==> config.mk <==
export PLATFORM = sky130hd
export DESIGN_NAME = pll_lock_supervisor
export DESIGN_NICKNAME = d
export VERILOG_FILES = /design/src/rtl/pll_lock_supervisor.sv
export SDC_FILE = /design/constraint.sdc
export NUM_CORES = 1
export LEC_CHECK = 0
export ABC_AREA = 1
export BUFFER_PORTS_ARGS = -buffer_cell sky130_fd_sc_hd__buf_2
export CAP_MARGIN = 20
export CORE_MARGIN = 4
export CORE_UTILIZATION = 45
export CTS_CLUSTER_DIAMETER = 40
export DETAILED_ROUTE_END_ITERATION = 6
export SYNTH_ARGS = -nofsm -noshare
export SYNTH_HDL_FRONTEND = slang
export SYNTH_SLANG_ARGS = --single-unit
==> constraint.sdc <==
create_clock -name clk_sys -period 3.6 [get_ports clk_sys]
set_input_delay 0.54 -clock clk_sys [delete_from_list [all_inputs] [get_ports clk_sys]]
set_output_delay 0.54 -clock clk_sys [all_outputs]
set_load 0.01 [all_outputs]
==> src/rtl/pll_lock_supervisor.sv <==
// PLL lock supervisor: drives the PLL reset and qualifies pll_locked.
// Produces a stable lock_ok for reset generation, plus retry/loss counters.
module pll_lock_supervisor #(
    parameter int    U_DLY        = 1,
    parameter string SIMULATION   = "FALSE",
    parameter int    RST_HOLD_CYC = 16,
    parameter int    LOCK_TIMEOUT = 65536,
    parameter int    STABLE_CYC   = 1024,
    parameter int    MAX_RETRY    = 3
) (
    input  logic       clk_sys,
    input  logic       rst,
    input  logic       pll_locked,
    input  logic       soft_rst_en,
    output logic       pll_rst_req,
    output logic       lock_ok,
    output logic       lock_fail,
    output logic [3:0] retry_cnt,
    output logic [7:0] lost_cnt
);

    // U_DLY only shapes simulation timing elsewhere; it has no netlist effect.
    localparam int HOLD_CYC = RST_HOLD_CYC + (U_DLY * 0);
    localparam int TMO_CYC  = (SIMULATION == "TRUE") ? 256 : LOCK_TIMEOUT;
    localparam int STB_CYC  = (SIMULATION == "TRUE") ? 16 : STABLE_CYC;

    localparam logic [16:0] HOLD_LAST = 17'(HOLD_CYC - 1);
    localparam logic [16:0] TMO_LAST  = 17'(TMO_CYC - 1);
    localparam logic [16:0] STB_LAST  = 17'(STB_CYC - 1);
    localparam logic [3:0]  RETRY_MAX = 4'(MAX_RETRY);

    typedef enum logic [2:0] {
        ST_RESET     = 3'd0,
        ST_WAIT_LOCK = 3'd1,
        ST_STABLE    = 3'd2,
        ST_LOCKED    = 3'd3,
        ST_FAIL      = 3'd4
    } state_t;

    state_t      state;
    state_t      state_nxt;
    logic [16:0] cnt;
    logic [16:0] cnt_nxt;
    logic [3:0]  retry_nxt;
    logic [7:0]  lost_nxt;
    logic        sync1;
    logic        locked_s;

    // Two-flop synchronizer for the asynchronous PLL lock indication.
    always_ff @(posedge clk_sys or posedge rst) begin
        if (rst) begin
            sync1    <= 1'b0;
            locked_s <= 1'b0;
        end else begin
            sync1    <= pll_locked;
            locked_s <= sync1;
        end
    end

    // Next-state, counter and status-counter updates.
    always_comb begin
        state_nxt = state;
        retry_nxt = retry_cnt;
        lost_nxt  = lost_cnt;
        case (state)
            ST_RESET: begin
                if (cnt == HOLD_LAST)
                    state_nxt = ST_WAIT_LOCK;
            end
            ST_WAIT_LOCK: begin
                if (locked_s) begin
                    state_nxt = ST_STABLE;
                end else if (cnt == TMO_LAST) begin
                    retry_nxt = retry_cnt + 4'd1;
                    if (retry_nxt == RETRY_MAX)
                        state_nxt = ST_FAIL;
                    else
                        state_nxt = ST_RESET;
                end
            end
            ST_STABLE: begin
                if (!locked_s) begin
                    state_nxt = ST_WAIT_LOCK;
                end else if (cnt == STB_LAST) begin
                    state_nxt = ST_LOCKED;
                    retry_nxt = 4'd0;
                end
            end
            ST_LOCKED: begin
                if (!locked_s) begin
                    state_nxt = ST_RESET;
                    if (lost_cnt != 8'hFF)
                        lost_nxt = lost_cnt + 8'd1;
                end
            end
            ST_FAIL: begin
                state_nxt = ST_FAIL;
            end
            default: begin
                state_nxt = ST_RESET;
            end
        endcase
        // A soft restart overrides whatever the FSM decided this cycle.
        if (soft_rst_en) begin
            state_nxt = ST_RESET;
            retry_nxt = 4'd0;
            lost_nxt  = lost_cnt;
        end
        if (soft_rst_en || (state_nxt != state))
            cnt_nxt = 17'd0;
        else
            cnt_nxt = cnt + 17'd1;
    end

    // State, counter and registered outputs decoded from the next state.
    always_ff @(posedge clk_sys or posedge rst) begin
        if (rst) begin
            state       <= ST_RESET;
            cnt         <= 17'd0;
            pll_rst_req <= 1'b1;
            lock_ok     <= 1'b0;
            lock_fail   <= 1'b0;
            retry_cnt   <= 4'd0;
            lost_cnt    <= 8'd0;
        end else begin
            state       <= state_nxt;
            cnt         <= cnt_nxt;
            pll_rst_req <= (state_nxt == ST_RESET);
            lock_ok     <= (state_nxt == ST_LOCKED);
            lock_fail   <= (state_nxt == ST_FAIL);
            retry_cnt   <= retry_nxt;
            lost_cnt    <= lost_nxt;
        end
    end

endmodule

==> flow_metrics.tcl <==
set metrics [dict create \
    startpoint_type "flip-flop" \
    sequential_cell_area_um2 927 \
    synth_edf_count 0 \
    post_cts_resize_count 0 \
    postCtsSetupRepairBufs 0 \
    max_freq_mhz 378 \
    vdd.ir_drop.worst_mv 0.243 \
    route.met3.wl_um 95 \
    ys_seq_elements 37 \
    first_pass_grt_wire_length_um 6280 \
    met2RoutedLength_um 1620 \
    yosys_warnings 0 \
    grt_max_degree 38 \
    insertedDiodeCount 0 \
    yosys-top-cells-area "sky130_fd_sc_hd__dfrtp_1 (47%), sky130_fd_sc_hd__nand2_1 (6.5%), sky130_fd_sc_hd__nor2_1 (6.5%)" \
    swShare 0.214 \
    worst_path_dominant_cell_family "simple AND/OR/NAND/NOR gates" \
    period_share 0.736 \
    critical_path.cell_chain "ha_1, nand3_2, nor3_4, nand4_1, nor3_1, ha_1, inv_1, nor3_1, nand3_1, o21ai_0, nor2_2, nand3_4, nor2_1" \
    critical_path.endpoint_type "flip-flop" \
    grt_pass1_vias 1405 \
    timing.final.max_slew_violations 0 \
    route.final.wire_length_um 3460 \
    grt_antenna_before_repair 0 \
    worst_setup_hold_path_clk_slew_ns 0.07 \
    clock-sinks 37 \
    initial_utilization 0.470 \
    syn_inst 219 \
    holdCritPathClass "primary input to asynchronous set/reset pin" \
    dr.first_iter.drc_count 69 \
    synthDistinctLibCells 25 \
    critical_path_class "flip-flop to flip-flop" \
    post-layout-total-power_uw 745 \
    post_drt_via_cell_ratio 4.93 \
    timing.final.hold_violations 0 \
    critical_path_buf_inv_count 1 \
    routed-via-count 1449 \
    finClkSkew_ns 0.00645 \
    drive_above_1_share 0.184 \
    timing.max_cap.violations 0 \
    timing.max_slew.rel_slack 0.700 \
    synth_area_per_cell_um2 8.70 \
    worst_endpoint_required_time_ns 3.77 \
    setup_total_negative_slack_ns 0 \
    p_seq_frac 0.570 \
    hold_fix_buffers_cts 0 \
    ports 19 \
    cts_tree "yes" \
    multi_input_comb_area_um2 858 \
    net-switching-power_uw 160 \
    insertion_delay_ns 0.29 \
    cts_buf_count 5 \
    worst_pin_slew_ns 0.450 \
    die-area_mm2 0.00534 \
    cellPowerDensity_mw_per_mm2 348 \
    synthDominantCellAreaShare 0.473 \
    globalRouteTotalUtil 0.154 \
    clock_tree.htree_level_count 2 \
    postSynthNetCount 228 \
    globalRoute.totalOverflow 0 \
    finalWorstPathRequiredPeriod_ns 2.65 \
    die_h_um 73.1 \
    outcome "finished, final reports clean" \
    m1WireLength_um 1680 \
    drt_pre_antenna_iters 4 \
    critPathArrivalTime_ns 2.82 \
    worst_path_max_delay_cell "sky130_fd_sc_hd__dfrtp_1" \
    core_area_mm2 0.00406 \
    synthFlopType "sky130_fd_sc_hd__dfrtp_1" \
    cts_root_buffer "sky130_fd_sc_hd__clkbuf_8" \
    hpwlAfterDp_um 2540 \
    drt.antenna.violating_nets 0 \
    comb_power_share 0.039 \
    rsz0062_at_grt "no" \
    floorplan.rows 23 \
    gp_congestion 0.767 \
    max_root_sink_buffers 2 \
    postSynth.asyncResetShare 1.00 \
    routed_wire_length_per_instance_um 11.8 \
    timing.final.setup_violations 0 \
    critical_path.max_stage_delay_ns 0.39 \
    synth_area_leader_cell "sky130_fd_sc_hd__dfrtp_1" \
    drt_drc_violations_left 0 \
    internal_power_contribution_uw 585 \
    synth.cell_area_mm2 0.00191 \
    critPathMaxFanout 17 \
    p_leak_uw 0.00105 \
    share_clk_of_total_power 0.390 \
    die_w_um 73.1 \
    post_synthesis_sequential_area_ratio 0.487 \
    synthToLayoutAreaGrowth_pct 12.1 \
    fill_cells 394 \
    final_net_count 252 \
    io_buffers 18 \
    dr.max_layer_used "met4" \
]
==> cells by family (layout without fill, tap and decap cells) <==
logic type      Yosys count  in the layout  share of synthesized area
simple gates            118            118                      0.296
buf+inv                  29             54                     0.0630
fa+ha+maj                 5              5                     0.0328
xor+xnor                 19             19                     0.0873
compound gates           11             11                     0.0341
flops                    37             37                      0.487
==> layout by cell type, fill, tap and decap left out, types with 4 or more instances in the layout <==
cell and n:
sky130_fd_sc_hd__buf_2 18, sky130_fd_sc_hd__clkbuf_8 6, sky130_fd_sc_hd__dfrtp_1 36, sky130_fd_sc_hd__ha_1 5
sky130_fd_sc_hd__inv_1 27, sky130_fd_sc_hd__nand2_1 33, sky130_fd_sc_hd__nand2_2 4, sky130_fd_sc_hd__nand3_1 19
sky130_fd_sc_hd__nand4_1 6, sky130_fd_sc_hd__nor2_1 33, sky130_fd_sc_hd__nor2_2 11, sky130_fd_sc_hd__nor3_1 8
sky130_fd_sc_hd__o21ai_0 5, sky130_fd_sc_hd__xnor2_1 8, sky130_fd_sc_hd__xor2_1 11
==> per-stage QoR <==
step	utilization	instances	hold slack (ns)	cell area, um2	worst slack (ns)
global placement	0.504	286	0.336	2050	1.08
finish	0.527	294	0.344	2140	0.952
CTS	0.527	294	0.345	2140	0.922
global route	0.527	294	0.351	2140	0.573
detailed placement	0.504	286	0.338	2050	0.952
floorplan	-	219	0.331	1910	1.25
==> worst min-delay path: cells and delay by family <==
| kind | cells | cell delay, ns |
|---|---|---|
| buf+inv | 3 | 0.52 |
==> power by group through the flow <==
| stage | combinational (uW) | sequential, uW | clock (uW) |
|---|---|---|---|
| after floorplan | 21.8 | 432 | 0 |
| after global placement | 30.3 | 432 | 0 |
| after detailed placement | 30.7 | 432 | 0 |
| after CTS | 30.8 | 424 | 303 |
| after global routing | 35.7 | 425 | 319 |
| final | 29.3 | 425 | 291 |
==> routing by layer <==
metal / track usage / vias to the layer above
li1: - / 743
met1: 0.202 / 681
met2: 0.238 / 18
met3: 0.0413 / 7
met4: 0.0676 / 0
met5: 0 / -
==> synth_stat cells, drive strengths merged (2+ instances only) <==
cell	n
nand4	6
ha	5
nor2	44
inv	27
xnor2	8
xor2	11
dfrtp	36
nor3	9
nand3	21
nand2	37
buf	2
o21ai	5
a21oi	3
==> cell type report <==
cell class              count  share of cell area
inverters                  27              0.0474
repair buffers             19              0.0457
well taps                  50              0.0293
multi-input cells         153               0.402
clock buffers               8              0.0422
flip-flops and latches     37               0.434
==> registers in the layout, summed over array words and instances (netlist names) <==
name	count
state	3
lock_ok	1
retry_cnt	4
lost_cnt	8
pll_rst_req	1
lock_fail	1
locked_s	1
cnt	17
sync1	1
==> final timing paths <==
path / from / slack (ns) / endpoint / cells after the start
worst max-delay path: cnt[0] / 0.95 / cnt[2] / 13
worst min-delay path: rst / 0.34 / lost_cnt[0] / 3
worst max register to register: cnt[0] / 0.95 / cnt[2] / 13
worst min register to register: sync1 / 0.35 / locked_s / 0
max in group asynchronous: rst / 2.91 / pll_rst_req / 3
min in group clk_sys: sync1 / 0.35 / locked_s / 0
Note: power is estimated with default switching activity, not from simulation.
